[src/rtl/mas_alu_dispatch.sv]
// Host-side command FIFO feeding mas_alu_top one command at a time, returning results in order.
// Optional build macro MAS_ALU_DISP_TIMEOUT_EN adds a WAIT watchdog that aborts with rsp_err.
`ifndef MAS_BLEN
`define MAS_BLEN 32
`endif

module mas_alu_dispatch #(
    parameter int BLEN    = `MAS_BLEN,
    parameter int CMD_W   = 4,
    parameter int DEPTH   = 4,
    parameter int TIMEOUT = 64
) (
    input  logic                     clk,
    input  logic                     rst_n,
    input  logic                     cmd_valid,
    output logic                     cmd_ready,
    input  logic [CMD_W-1:0]         cmd_op,
    input  logic [BLEN-1:0]          cmd_op1,
    input  logic [BLEN-1:0]          cmd_op2,
    output logic                     mas_alu_req,
    output logic [CMD_W-1:0]         mas_alu_cmd,
    output logic [BLEN-1:0]          mas_alu_op1,
    output logic [BLEN-1:0]          mas_alu_op2,
    input  logic                     mas_alu_ready,
    input  logic [BLEN-1:0]          mas_alu_res,
    output logic                     rsp_valid,
    input  logic                     rsp_ready,
    output logic [BLEN-1:0]          rsp_data,
    output logic                     rsp_err,
    output logic [$clog2(DEPTH):0]   fifo_count
);
    localparam int AW = $clog2(DEPTH);
    localparam int CW = AW + 1;
    localparam int EW = CMD_W + 2 * BLEN;

    typedef enum logic [1:0] {ST_IDLE, ST_WAIT, ST_RESP} state_t;

    state_t            state_reg;
    logic [EW-1:0]     fifo_mem [DEPTH];
    logic [AW-1:0]     wr_ptr_reg;
    logic [AW-1:0]     rd_ptr_reg;
    logic [CW-1:0]     count_reg;
    logic [CW-1:0]     count_next;
    logic              push;
    logic              pop;
    logic [EW-1:0]     head;
    logic              req_reg;
    logic [CMD_W-1:0]  cmd_reg;
    logic [BLEN-1:0]   op1_reg;
    logic [BLEN-1:0]   op2_reg;
    logic              rsp_valid_reg;
    logic [BLEN-1:0]   rsp_data_reg;

    assign cmd_ready = (count_reg < CW'(DEPTH));
    assign push      = cmd_valid && cmd_ready;
    // The response register is always empty in IDLE, so only occupancy gates the issue.
    assign pop       = (state_reg == ST_IDLE) && (count_reg != '0);
    assign head      = fifo_mem[rd_ptr_reg];

    always_comb begin
        count_next = count_reg;
        case ({push, pop})
            2'b10:   count_next = count_reg + 1'b1;
            2'b01:   count_next = count_reg - 1'b1;
            default: count_next = count_reg;
        endcase
    end

    always_ff @(posedge clk) begin
        if (push)
            fifo_mem[wr_ptr_reg] <= {cmd_op, cmd_op1, cmd_op2};
    end

    always_ff @(posedge clk or negedge rst_n) begin
        if (!rst_n) begin
            wr_ptr_reg <= '0;
            rd_ptr_reg <= '0;
            count_reg  <= '0;
        end else begin
            if (push)
                wr_ptr_reg <= wr_ptr_reg + 1'b1;
            if (pop)
                rd_ptr_reg <= rd_ptr_reg + 1'b1;
            count_reg <= count_next;
        end
    end

`ifdef MAS_ALU_DISP_TIMEOUT_EN
    localparam int TW = $clog2(TIMEOUT + 1);
    logic [TW-1:0] wait_cnt_reg;
    logic          rsp_err_reg;
`else
    logic [31:0]   timeout_unused;
    assign timeout_unused = TIMEOUT;
`endif

    always_ff @(posedge clk or negedge rst_n) begin
        if (!rst_n) begin
            state_reg     <= ST_IDLE;
            req_reg       <= 1'b0;
            cmd_reg       <= '0;
            op1_reg       <= '0;
            op2_reg       <= '0;
            rsp_valid_reg <= 1'b0;
            rsp_data_reg  <= '0;
`ifdef MAS_ALU_DISP_TIMEOUT_EN
            wait_cnt_reg  <= '0;
            rsp_err_reg   <= 1'b0;
`endif
        end else begin
            case (state_reg)
                ST_IDLE: begin
                    if (pop) begin
                        {cmd_reg, op1_reg, op2_reg} <= head;
                        req_reg   <= 1'b1;
                        state_reg <= ST_WAIT;
`ifdef MAS_ALU_DISP_TIMEOUT_EN
                        wait_cnt_reg <= '0;
`endif
                    end
                end
                ST_WAIT: begin
                    if (mas_alu_ready) begin
                        rsp_data_reg  <= mas_alu_res;
                        rsp_valid_reg <= 1'b1;
                        req_reg       <= 1'b0;
                        state_reg     <= ST_RESP;
`ifdef MAS_ALU_DISP_TIMEOUT_EN
                        rsp_err_reg   <= 1'b0;
                    end else if (wait_cnt_reg == TW'(TIMEOUT - 1)) begin
                        // Limit reached with no result: abort this command with an error response.
                        rsp_data_reg  <= '0;
                        rsp_valid_reg <= 1'b1;
                        rsp_err_reg   <= 1'b1;
                        req_reg       <= 1'b0;
                        state_reg     <= ST_RESP;
                    end else begin
                        wait_cnt_reg  <= wait_cnt_reg + 1'b1;
`endif
                    end
                end
                ST_RESP: begin
                    if (rsp_ready) begin
                        rsp_valid_reg <= 1'b0;
                        state_reg     <= ST_IDLE;
                    end
                end
                default: state_reg <= ST_IDLE;
            endcase
        end
    end

    assign mas_alu_req = req_reg;
    assign mas_alu_cmd = cmd_reg;
    assign mas_alu_op1 = op1_reg;
    assign mas_alu_op2 = op2_reg;
    assign rsp_valid   = rsp_valid_reg;
    assign rsp_data    = rsp_data_reg;
    assign fifo_count  = count_reg;
`ifdef MAS_ALU_DISP_TIMEOUT_EN
    assign rsp_err     = rsp_err_reg;
`else
    assign rsp_err     = 1'b0;
`endif

endmodule

[config.mk]
export PLATFORM = sky130hd
export DESIGN_NAME = mas_alu_dispatch
export DESIGN_NICKNAME = d
export VERILOG_FILES = /design/src/rtl/mas_alu_dispatch.sv
export SDC_FILE = /design/constraint.sdc
export NUM_CORES = 1
export LEC_CHECK = 0
export CAP_MARGIN = 40
export CORE_UTILIZATION = 62
export CTS_CLUSTER_DIAMETER = 200
export CTS_CLUSTER_SIZE = 30
export DETAILED_ROUTE_END_ITERATION = 8
export DONT_BUFFER_PORTS = 1
export PLACE_DENSITY = 0.76
export SKIP_CTS_REPAIR_TIMING = 1
export SLEW_MARGIN = 10
export SYNTH_ARGS = -nofsm -noshare
export SYNTH_HDL_FRONTEND = slang
export SYNTH_SLANG_ARGS = --single-unit
[constraint.sdc]
create_clock -name clk -period 3.4 [get_ports clk]
set_clock_uncertainty 0.1 [all_clocks]
set_input_delay 1.02 -clock clk [delete_from_list [all_inputs] [get_ports clk]]
set_output_delay 1.02 -clock clk [all_outputs]
set_load 0.005 [all_outputs]
==> flow_summary.rst, run 1 <==
.. list-table::
   :header-rows: 1

   * - Metric
     - Value
   * - Status
     - finished, final reports clean
   * - Final critical-path required period
     - 2.37 ns
   * - Placement row count
     - 55
   * - Vias per cell
     - 6.22
   * - Setup repair after global routing missed its margin
     - false
   * - Part of the power in the clock network
     - 16.9%
   * - Final setup violation count
     - 0
   * - Proportion of layout cells with a drive suffix above 1
     - 32.4%
   * - Achievable Freq
     - 422 MHz
   * - DRC viols
     - 0
   * - CTS tree
     - yes
   * - Post-Syn Area per Cell
     - 23.1 µm²
   * - WP buf/inv
     - 1
   * - Static Leak
     - 5.39 nW
   * - Worst Path Required
     - 3.70 ns
   * - Number of antenna violations at the first check in global routing
     - 0
   * - Horizontal extent of the die
     - 154 µm
   * - Number of warnings printed during yosys synthesis
     - 0
   * - Max H-tree Level
     - 1
   * - Nature of the critical path endpoint
     - flip-flop
   * - Port Buffer Count
     - 0
   * - Max-cap viol count
     - 0
   * - Most flops, register
     - fifo_mem
   * - Placed Instances
     - 893
   * - Number of top-level pins
     - 212
   * - Detailed-route wire length
     - 24,000 µm
   * - Skew-Pair Late Insertion Delay
     - 0.51 ns
   * - TritonCTS Buffers
     - 16
   * - GPL Wtd Cong
     - 0.739
   * - Classification of the worst setup path
     - reg2reg
   * - Maximum fanout along the worst path
     - 28
   * - Cell-internal power
     - 9.55 mW
   * - PD cells
     - 871 mW/mm²
   * - Placeable core region
     - 0.0227 mm²
   * - Path class of the lowest-slack min-delay path
     - in2async
   * - Via count of the first global-routing pass
     - 6,184
   * - Wire length of the first global-routing pass
     - 36,600 µm
   * - Overall Global Routing Usage
     - 20.7%
   * - Routed length per instance
     - 26.1 µm
   * - Non-filler cells, final
     - 921
   * - Number of max-slew violations in the final report
     - 0
   * - Ranking of synthesized cells by area
     - sky130_fd_sc_hd__edfxtp_1 57%, sky130_fd_sc_hd__dfrtp_1 19%, sky130_fd_sc_hd__mux4_2 11%
   * - Final setup TNS
     - 0 ns
   * - Post-synthesis sequential area ratio
     - 76.1%
   * - Largest net degree at the start of global routing
     - 112
   * - Starting density of the core
     - 63.3%
   * - Die Footprint
     - 0.0238 mm²
   * - Detail Route Antenna Nets
     - 0
   * - Critical-path cell with the highest stage delay
     - sky130_fd_sc_hd__dfrtp_4
   * - Type of origin of the critical path
     - flip-flop
   * - Clock root buffer
     - sky130_fd_sc_hd__clkbuf_16
   * - Crit path max-delay family
     - multiplexers
   * - Switching component of the power
     - 3.67 mW
   * - Post-synthesis instance area
     - 0.0144 mm²
   * - Largest stage delay on the critical path
     - 0.81 ns
   * - Max FFs per register
     - 272
   * - Critical-path cell list
     - buf_4 > mux4_2 > mux2_4
   * - Share of power burned in registers
     - 53.6%
   * - Post-synthesis instance total
     - 624
   * - Number of nets in the final layout
     - 737
   * - Total count of hold-check failures in the final report
     - 0
   * - Half-perimeter wire length after placement
     - 15,600 µm
   * - Max rail drop VDD
     - 0.578 mV
   * - Count of state elements after synthesis
     - 383
   * - Share of the clock period used by the worst path after layout
     - 69.6%
   * - Diodes inserted
     - 0
   * - Count of unique library cells instantiated by Yosys
     - 27
   * - Number of filler instances in the final layout
     - 1,430
   * - Die height
     - 154 µm
   * - Fraction of power spent switching nets
     - 27.8%
   * - Fin util
     - 66.8%
   * - Slew at the pin closest to its max-slew limit
     - 0.694 ns
   * - DR vias
     - 5,728
   * - Violation count after the first detailed-routing iteration
     - 408
   * - Worst-case hold slack
     - 0.0944 ns
   * - Clock-pin slew reported for the worst setup and hold paths after clock tree synthesis
     - 0.11 ns
   * - Router iterations before antenna repair
     - 4
   * - Critical Path AT
     - 2.66 ns
   * - Total overflow reported by the global router
     - 0
   * - Number of clock sinks
     - 383
   * - Max_slew headroom
     - 53.7%
   * - Post-Syn Nets
     - 735
   * - Cell taking the most area after synthesis
     - sky130_fd_sc_hd__edfxtp_1
   * - Clk buf depth
     - 3
   * - Top cell type's share of synthesized area
     - 56.8%
   * - Comb power frac
     - 29.5%
   * - Layout-stage area growth over the synthesis result
     - 5.52%
==> final cells by class <==
cell class,count,area (µm²),area share [%]
tap,285,357,2.35
inverter,9,33.8,0.223
timing repair buffer,13,180,1.19
multi-input combinational,203,3180,21.0
clock buffer,27,463,3.05
clock inverter,1,8.76,0.0577
sequential,383,11000,72.2
==> metrics by stage <==
step	area [µm²]	total power [mW]	setup slack, ns
2_1_floorplan	14400	10.3	0.619
3_3_place_gp	14700	11.0	0.658
3_5_place_dp	14700	11.2	0.632
4_1_cts	15200	13.4	0.973
5_1_grt	15200	13.9	0.874
6_report	15200	13.2	1.03
==> worst reg2reg max path, delay by kind of cell (launching register included) <==
| kind | cells | cell delay, ns |
|---|---|---|
| multiplexers | 2 | 0.89 |
| flip-flops | 1 | 0.81 |
| buffers and inverters | 1 | 0.46 |
==> cells in the mapped netlist <==
master                     number
sky130_fd_sc_hd__mux2_2        34
sky130_fd_sc_hd__o21ai_0        2
sky130_fd_sc_hd__nand3b_1       1
sky130_fd_sc_hd__clkbuf_1       6
sky130_fd_sc_hd__edfxtp_1     272
sky130_fd_sc_hd__nor2b_1        1
sky130_fd_sc_hd__nor3_1         1
sky130_fd_sc_hd__conb_1         1
sky130_fd_sc_hd__inv_1          9
sky130_fd_sc_hd__mux4_2        68
sky130_fd_sc_hd__buf_6         15
sky130_fd_sc_hd__buf_2          6
sky130_fd_sc_hd__xnor2_1        5
sky130_fd_sc_hd__a21oi_1        2
sky130_fd_sc_hd__nor2_1         2
sky130_fd_sc_hd__xor2_1         1
sky130_fd_sc_hd__or3_1          1
sky130_fd_sc_hd__mux2_4        66
sky130_fd_sc_hd__o31ai_1        1
sky130_fd_sc_hd__and2_1         4
sky130_fd_sc_hd__mux2i_1        1
sky130_fd_sc_hd__fa_1           1
sky130_fd_sc_hd__nand2_1        5
sky130_fd_sc_hd__ha_1           5
sky130_fd_sc_hd__or4b_1         1
sky130_fd_sc_hd__buf_4          2
sky130_fd_sc_hd__dfrtp_1      111
==> final timing paths <==
check / slack, ns / cells past startpoint / end / start
worst max-delay path: 1.03 / 3 / mas_alu_op1[3]$_DFFE_PN0P_ / rd_ptr_reg[0]$_DFFE_PN0P_
worst min-delay path: 0.09 / 0 / mas_alu_op2[16]$_DFFE_PN0P_ / rst_n
worst max register to register: 1.03 / 3 / mas_alu_op1[3]$_DFFE_PN0P_ / rd_ptr_reg[0]$_DFFE_PN0P_
worst min register to register: 0.44 / 1 / rsp_data[14]$_DFFE_PN0P_ / rsp_data[14]$_DFFE_PN0P_
max in group asynchronous: 2.95 / 0 / rd_ptr_reg[1]$_DFFE_PN0P_ / rst_n
min in group clk: 0.44 / 1 / rsp_data[14]$_DFFE_PN0P_ / rsp_data[14]$_DFFE_PN0P_
==> power by group through the flow <==
stage / sequential [mW] / combinational (mW) / clock, mW
after floorplan: 6.77 / 3.58 / 0
after global placement: 7.26 / 3.72 / 0
after detailed placement: 7.21 / 3.96 / 0
after CTS: 7.11 / 3.97 / 2.30
after global routing: 7.21 / 4.19 / 2.44
final: 7.08 / 3.90 / 2.23
==> cell families (layout without fill, tap and decap cells) <==
family / Yosys count / in the layout / synth area share [%]
multiplexers: 169 / 169 / 20.3
AND/OR/NAND/NOR: 16 / 16 / 0.600
other: 1 / 1 / 0.0261
flip-flops: 383 / 383 / 76.1
AO/OA/AOI/OAI: 5 / 5 / 0.191
buffers and inverters: 38 / 50 / 1.88
adder cells (fa/ha/maj): 6 / 6 / 0.574
XOR/XNOR: 6 / 6 / 0.365
==> routing by layer <==
metal	vias up	GRT usage [%]	wire, µm	share of wire, %
met3	30	5.74	2010	8.4
li1	2462	-	-	-
met1	3035	25.9	9000	38
met2	201	36.3	12500	52
met5	-	0	0	0
met4	0	4.53	456	1.9
==> layout by cell type, fill, tap and decap left out, types with 2 or more instances in the layout <==
cell type	Yosys	final
sky130_fd_sc_hd__a21oi_1	2	2
sky130_fd_sc_hd__and2_4	0	4
sky130_fd_sc_hd__buf_12	0	5
sky130_fd_sc_hd__buf_4	2	7
sky130_fd_sc_hd__clkbuf_1	6	10
sky130_fd_sc_hd__clkbuf_16	0	17
sky130_fd_sc_hd__dfrtp_1	111	109
sky130_fd_sc_hd__dfrtp_4	0	2
sky130_fd_sc_hd__edfxtp_1	272	272
sky130_fd_sc_hd__ha_1	5	5
sky130_fd_sc_hd__inv_1	9	9
sky130_fd_sc_hd__mux2_2	34	34
sky130_fd_sc_hd__mux2_4	66	66
sky130_fd_sc_hd__mux4_2	68	68
sky130_fd_sc_hd__nand2_1	5	5
sky130_fd_sc_hd__nor2_1	2	2
sky130_fd_sc_hd__o21ai_0	2	2
sky130_fd_sc_hd__xnor2_1	5	5
(Power assumes the default switching activity.)
==> run 2, diff against run 1 <==
Clock period 3.4 ns to 2.2 ns, I/O delays scaled along.
==> run 2 against run 1 <==
Against the previous run: the flow now finishes with violations (negative hold slack); flip-flop and latch count stayed put; hold slack worse by 0.36 ns; critical path depth is 5 higher; final area is 0.77% higher; combinational power is 64% higher; critical path type unchanged; largest power group unchanged.
==> flow_summary.rst, run 2 (synthesis results as in run 1) <==
.. list-table::
   :header-rows: 1

   * - Metric
     - Value
   * - Status
     - complete, but fails checks
   * - Failing checks
     - negative hold slack
   * - Max rail drop VDD
     - 0.908 mV (+57%)
   * - Slew at the pin closest to its max-slew limit
     - 0.597 ns (-0.0976 ns)
   * - Layout-stage area growth over the synthesis result
     - 6.34%
   * - Comb power frac
     - 31.1% (+1.6 points)
   * - Part of the power in the clock network
     - 16.8% (about the same)
   * - Port Buffer Count
     - 0 (unchanged)
   * - Skew-Pair Late Insertion Delay
     - 0.50 ns (about the same)
   * - Detail Route Antenna Nets
     - 0 (unchanged)
   * - Final Cell Area
     - 0.0153 mm² (+0.77%)
   * - Number of top-level pins
     - 212 (unchanged)
   * - CTS tree
     - yes
   * - Router iterations before antenna repair
     - 5 (+1)
   * - Max FFs per register
     - 272 (unchanged)
   * - Maximum fanout along the worst path
     - 4 (-86%)
   * - Worst Path Required
     - 2.54 ns (-1.16 ns)
   * - GPL Wtd Cong
     - 0.708 (-4.3%)
   * - Setup repair after global routing missed its margin
     - false
   * - Setup slack after layout
     - 0.174 ns (-0.859 ns)
   * - Cell area after placement
     - 0.0148 mm² (+0.60%)
   * - Half-perimeter wire length after placement
     - 14,500 µm (-7.0%)
   * - Type of origin of the critical path
     - flip-flop
   * - Post-place setup slack
     - 0.138 ns (-0.495 ns)
   * - Max_slew headroom
     - 60.2% (+6.5 points)
   * - Horizontal extent of the die
     - 154 µm (unchanged)
   * - Nature of the critical path endpoint
     - flip-flop
   * - Final setup violation count
     - 0 (unchanged)
   * - Overall Global Routing Usage
     - 20.4% (-0.28 points)
   * - Number of nets in the final layout
     - 742 (+0.68%)
   * - Via count of the first global-routing pass
     - 6,253 (+1.1%)
   * - Die Footprint
     - 0.0238 mm² (unchanged)
   * - Clock-pin slew reported for the worst setup and hold paths after clock tree synthesis
     - 0.11 ns (about the same)
   * - Number of max-slew violations in the final report
     - 0 (unchanged)
   * - Diodes inserted
     - 0 (unchanged)
   * - Share of the clock period used by the worst path after layout
     - 92.1% (+22 points)
   * - Area of the multi-input gates
     - 0.00319 mm² (+0.31%)
   * - TritonCTS Buffers
     - 16 (unchanged)
   * - Critical Path AT
     - 2.36 ns (-0.30 ns)
   * - Final critical-path required period
     - 2.03 ns (-0.341 ns)
   * - Number of clock sinks
     - 383 (unchanged)
   * - Clk buf depth
     - 3 (unchanged)
   * - Worst-case hold slack
     - -0.262 ns (-0.357 ns)
   * - Classification of the worst setup path
     - reg2reg
   * - Starting density of the core
     - 63.3% (unchanged)
   * - Final setup TNS
     - 0 ns (unchanged)
   * - Die height
     - 154 µm (unchanged)
   * - Max H-tree Level
     - 1 (unchanged)
   * - Leading cell type in the layout, fill and taps excluded
     - sky130_fd_sc_hd__edfxtp_1
   * - Placeable core region
     - 0.0227 mm² (unchanged)
   * - Cell-internal power
     - 14.9 mW (+56%)
   * - Largest net degree at the start of global routing
     - 112 (unchanged)
   * - Total overflow reported by the global router
     - 0 (unchanged)
   * - Most flops, register
     - fifo_mem
   * - DR vias
     - 5,756 (+0.49%)
   * - Placement row count
     - 55 (unchanged)
   * - Switching component of the power
     - 5.72 mW (+56%)
   * - Wire length of the first global-routing pass
     - 36,400 µm (-0.47%)
   * - Routed length per instance
     - 25.6 µm (-1.9%)
   * - Placed Instances
     - 895 (+0.22%)
   * - Number of filler instances in the final layout
     - 1,465 (+2.4%)
   * - Fraction of power spent switching nets
     - 27.7% (-0.033 points)
   * - Achievable Freq
     - 494 MHz (+17%)
   * - Commonest cells after routing, fill and taps aside
     - 272 x sky130_fd_sc_hd__edfxtp_1, 107 x sky130_fd_sc_hd__dfrtp_1, 68 x sky130_fd_sc_hd__mux4_2
   * - Proportion of layout cells with a drive suffix above 1
     - 33.9% (+1.5 points)
   * - DRC viols
     - 0 (unchanged)
   * - Vias per cell
     - 6.22 (about the same)
   * - Clock root buffer
     - sky130_fd_sc_hd__clkbuf_16
   * - Share of power burned in registers
     - 52.2% (-1.4 points)
   * - Detailed-route wire length
     - 23,700 µm (-1.4%)
   * - Total count of hold-check failures in the final report
     - 111 (+111)
   * - Max-cap viol count
     - 0 (unchanged)
   * - Fin util
     - 67.4% (+0.52 points)
   * - Static Leak
     - 5.44 nW (+0.77%)
   * - Path class of the lowest-slack min-delay path
     - in2async
   * - Non-filler cells, final
     - 926 (+0.54%)
   * - Sum of internal, switching and leakage power
     - 20.6 mW (+56%)
   * - Sequential standard cell area
     - 0.0110 mm² (about the same)
   * - Number of antenna violations at the first check in global routing
     - 0 (unchanged)
   * - PD cells
     - 1350 mW/mm² (+55%)
   * - Violation count after the first detailed-routing iteration
     - 336 (-18%)
## run 2: metal layers
layer	global-route usage [%]	up-vias	share of wire (%)
met1	25.4	3069	38
met4	4.43	0	2.0
met2	35.9	192	53
met5	0	-	0
met3	5.86	27	7.3
li1	-	2468	-
## run 2: final cells by class
cell class,instances,area share (%)
clock buffer,27,3.03
tap,285,2.33
sequential,383,71.6
inverter,9,0.221
multi-input combinational,203,20.9
clock inverter,1,0.0573
timing repair buffer,18,1.87
## run 2: worst paths after layout
kind / from / to / slack, ns / cells after the start
max: state_reg[1]$_DFFE_PN0P_ / fifo_count[2]$_DFFE_PN0P_ / 0.17 / 8
min: rst_n / mas_alu_op2[21]$_DFFE_PN0P_ / -0.26 / 0
max reg2reg: state_reg[1]$_DFFE_PN0P_ / fifo_count[2]$_DFFE_PN0P_ / 0.17 / 8
max in group asynchronous: rst_n / rd_ptr_reg[1]$_DFFE_PN0P_ / 2.12 / 0
min in group clk: rsp_ready / state_reg[1]$_DFFE_PN0P_ / 0.13 / 1
min reg2reg: mas_alu_req$_DFFE_PN0P_ / mas_alu_req$_DFFE_PN0P_ / 0.42 / 2
## run 2: power groups by stage
stage | Combinational (mW) | Clock (mW) | Sequential, mW
finish | 6.40 | 3.46 | 10.8
global route | 6.90 | 3.79 | 10.9
CTS | 6.48 | 3.58 | 10.8
detailed placement | 6.47 | 0 | 10.9
global placement | 6.25 | 0 | 10.8
floorplan | 5.56 | 0 | 10.5
## run 2: critical path, stage by stage, from the launching register on
cell                      delay, ns
sky130_fd_sc_hd__dfrtp_1       0.43
sky130_fd_sc_hd__or3_4         0.43
sky130_fd_sc_hd__inv_2         0.06
sky130_fd_sc_hd__ha_2          0.17
sky130_fd_sc_hd__inv_1         0.05
sky130_fd_sc_hd__fa_2          0.33
sky130_fd_sc_hd__xor2_1        0.14
sky130_fd_sc_hd__nor2_1        0.11
sky130_fd_sc_hd__xnor2_1       0.12
==> run 3, diff against run 2 <==
Settings changed: SLEW_MARGIN 10 to 30.
Clock period 2.2 ns to 2.35 ns, I/O delays scaled along.
==> run 3 against run 2 <==
Against the previous run: first-iteration DRC count did not move; wire length increased by 2.6%; setup slack gained 0.031 ns; total power down 6.4%; register-to-register slack better by 0.03 ns; hold slack better by 0.050 ns; cell count decreased by 0.11%; non-clock buffer count down 1; die area stayed put; the flow still finishes with violations (negative hold slack).
==> flow_summary.rst, run 3 (synthesis results as in run 1) <==
.. list-table::
   :header-rows: 1

   * - Metric
     - Value
   * - Static Leak
     - 5.44 nW (about the same)
   * - Detail Route Antenna Nets
     - 0 (unchanged)
   * - Port Buffer Count
     - 0 (unchanged)
   * - Nature of the critical path endpoint
     - flip-flop
   * - Horizontal extent of the die
     - 154 µm (unchanged)
   * - CP most frequent cell
     - sky130_fd_sc_hd__inv_1
   * - Largest net degree at the start of global routing
     - 112 (unchanged)
   * - Placeable core region
     - 0.0227 mm² (unchanged)
   * - Final setup violation count
     - 0 (unchanged)
   * - Final critical-path required period
     - 2.14 ns (+0.119 ns)
   * - Type of origin of the critical path
     - flip-flop
   * - Total count of hold-check failures in the final report
     - 111 (unchanged)
   * - Max-cap viol count
     - 0 (unchanged)
   * - Max_slew headroom
     - 60.7% (+0.43 points)
   * - Most flops, register
     - fifo_mem
   * - Clock-pin slew reported for the worst setup and hold paths after clock tree synthesis
     - 0.11 ns (about the same)
   * - Failing checks
     - negative hold slack
   * - GPL Wtd Cong
     - 0.769 (+8.6%)
   * - Skew-Pair Late Insertion Delay
     - 0.51 ns (about the same)
   * - TritonCTS Buffers
     - 16 (unchanged)
   * - Clk buf depth
     - 3 (unchanged)
   * - Number of top-level pins
     - 212 (unchanged)
   * - Critical Path AT
     - 2.48 ns (+0.12 ns)
   * - PD cells
     - 1260 mW/mm² (-6.3%)
   * - Die Footprint
     - 0.0238 mm² (unchanged)
   * - Setup repair after global routing missed its margin
     - false
   * - Maximum fanout along the worst path
     - 4 (unchanged)
   * - Worst-case hold slack
     - -0.212 ns (+0.0500 ns)
   * - Diodes inserted
     - 0 (unchanged)
   * - Max H-tree Level
     - 1 (unchanged)
   * - Number of clock sinks
     - 383 (unchanged)
   * - Violation count after the first detailed-routing iteration
     - 336 (unchanged)
   * - WP buf/inv
     - 2 (unchanged)
   * - Number of nets in the final layout
     - 741 (-0.13%)
   * - Max rail drop VDD
     - 0.945 mV (+4.1%)
   * - Setup slack after layout
     - 0.205 ns (+0.0312 ns)
   * - Overall Global Routing Usage
     - 20.9% (+0.54 points)
   * - Achievable Freq
     - 466 MHz (-5.5%)
   * - Starting density of the core
     - 63.3% (unchanged)
   * - Number of antenna violations at the first check in global routing
     - 0 (unchanged)
   * - Routed length per instance
     - 26.2 µm (+2.7%)
   * - Max FFs per register
     - 272 (unchanged)
   * - Number of max-slew violations in the final report
     - 0 (unchanged)
   * - CTS tree
     - yes
   * - Final setup TNS
     - 0 ns (unchanged)
   * - Via count of the first global-routing pass
     - 6,223 (-0.48%)
   * - DR vias
     - 5,755 (-0.017%)
   * - DRC viols
     - 0 (unchanged)
   * - Clock root buffer
     - sky130_fd_sc_hd__clkbuf_16
   * - Leading cell type in the layout, fill and taps excluded
     - sky130_fd_sc_hd__edfxtp_1
   * - Commonest cells after routing, fill and taps aside
     - 272 x sky130_fd_sc_hd__edfxtp_1, 109 x sky130_fd_sc_hd__dfrtp_1, 68 x sky130_fd_sc_hd__mux4_2
   * - Die height
     - 154 µm (unchanged)
   * - Proportion of layout cells with a drive suffix above 1
     - 32.8% (-1.0 points)
   * - Post-place setup slack
     - 0.215 ns (+0.0772 ns)
   * - Detailed-route wire length
     - 24,300 µm (+2.6%)
   * - Wire length of the first global-routing pass
     - 37,000 µm (+1.8%)
   * - Total overflow reported by the global router
     - 0 (unchanged)
   * - Status
     - complete, but fails checks
   * - Slew at the pin closest to its max-slew limit
     - 0.590 ns (-0.00645 ns)
   * - Vias per cell
     - 6.22 (about the same)
   * - Path class of the lowest-slack min-delay path
     - in2async
   * - Router iterations before antenna repair
     - 4 (-1)
   * - Placement row count
     - 55 (unchanged)
   * - Largest stage delay on the critical path
     - 0.44 ns (about the same)
   * - Worst Path Required
     - 2.68 ns (+0.14 ns)
   * - Crit path max-delay family
     - simple AND/OR/NAND/NOR gates
   * - Critical-path cell list
     - nor3_1 > or3_4 > inv_1 > ha_1 > inv_1 > fa_1 > xor2_1 > nor2_1 > xnor2_1
   * - Classification of the worst setup path
     - reg2reg
   * - Layout-stage area growth over the synthesis result
     - 6.20%
   * - Half-perimeter wire length after placement
     - 15,300 µm (+6.0%)
   * - Fin util
     - 67.3% (-0.088 points)
   * - Share of the clock period used by the worst path after layout
     - 91.3% (-0.82 points)
   * - Critical-path cell with the highest stage delay
     - sky130_fd_sc_hd__dfrtp_1
==> run 3: area by class of cell <==
type / instances / area (µm²)
clock buffers: 27 / 463
clock inverters: 1 / 8.76
fillers: 1389 / 7430
inverters: 9 / 33.8
multi-input cells: 203 / 3180
flip-flops and latches: 383 / 11000
well taps: 285 / 357
repair buffers: 17 / 278
==> run 3: stage by stage <==
stage               instances  total power, mW  hold slack (ns)  cell area (µm²)
finish                    925             19.3           -0.212            15300
floorplan                 624             15.0            0.309            14400
global placement          897             16.1            0.313            14800
global route              925             20.2           -0.251            15300
detailed placement        897             16.3            0.313            14800
CTS                       925             19.5           -0.242            15300
==> run 3: per-layer routing <==
metal,vias up,GRT usage (%),share of wire [%]
met5,-,0,0
met4,0,4.20,1.4
met3,23,6.58,9.2
met2,226,37.5,53
met1,3040,25.2,37
li1,2466,-,-
==> run 3: worst reg2reg max path, delay by kind of cell (launching register included) <==
| kind | cells | cell delay (ns) |
|---|---|---|
| xor gates and xnor gates | 2 | 0.28 |
| DFF | 1 | 0.44 |
| buffers and inverters | 2 | 0.13 |
| and+or+nand+nor | 3 | 0.58 |
| adders and majority gates | 2 | 0.55 |
==> run 3: report_power, final <==
group | total [mW] | switching [mW] | internal [mW]
Clock | 3.22 | 1.84 | 1.38
Sequential | 10.2 | 1.18 | 9.00
Combinational | 5.88 | 2.35 | 3.54
Total | 19.3 | 5.37 | 13.9
==> run 3: worst paths after layout <==
path                                                start                           to  slack (ns)  depth (start not counted)
max in group asynchronous                           rst_n   mas_alu_op2[2]$_DFFE_PN0P_        2.16                          0
worst min-delay path                                rst_n  mas_alu_op1[24]$_DFFE_PN0P_       -0.21                          0
worst min register to register    mas_alu_req$_DFFE_PN0P_      mas_alu_req$_DFFE_PN0P_        0.44                          2
min in group clk                                rsp_ready     state_reg[1]$_DFFE_PN0P_        0.18                          1
worst max-delay path            fifo_count[0]$_DFFE_PN0P_    fifo_count[2]$_DFFE_PN0P_        0.21                          9
worst max register to register  fifo_count[0]$_DFFE_PN0P_    fifo_count[2]$_DFFE_PN0P_        0.21                          9
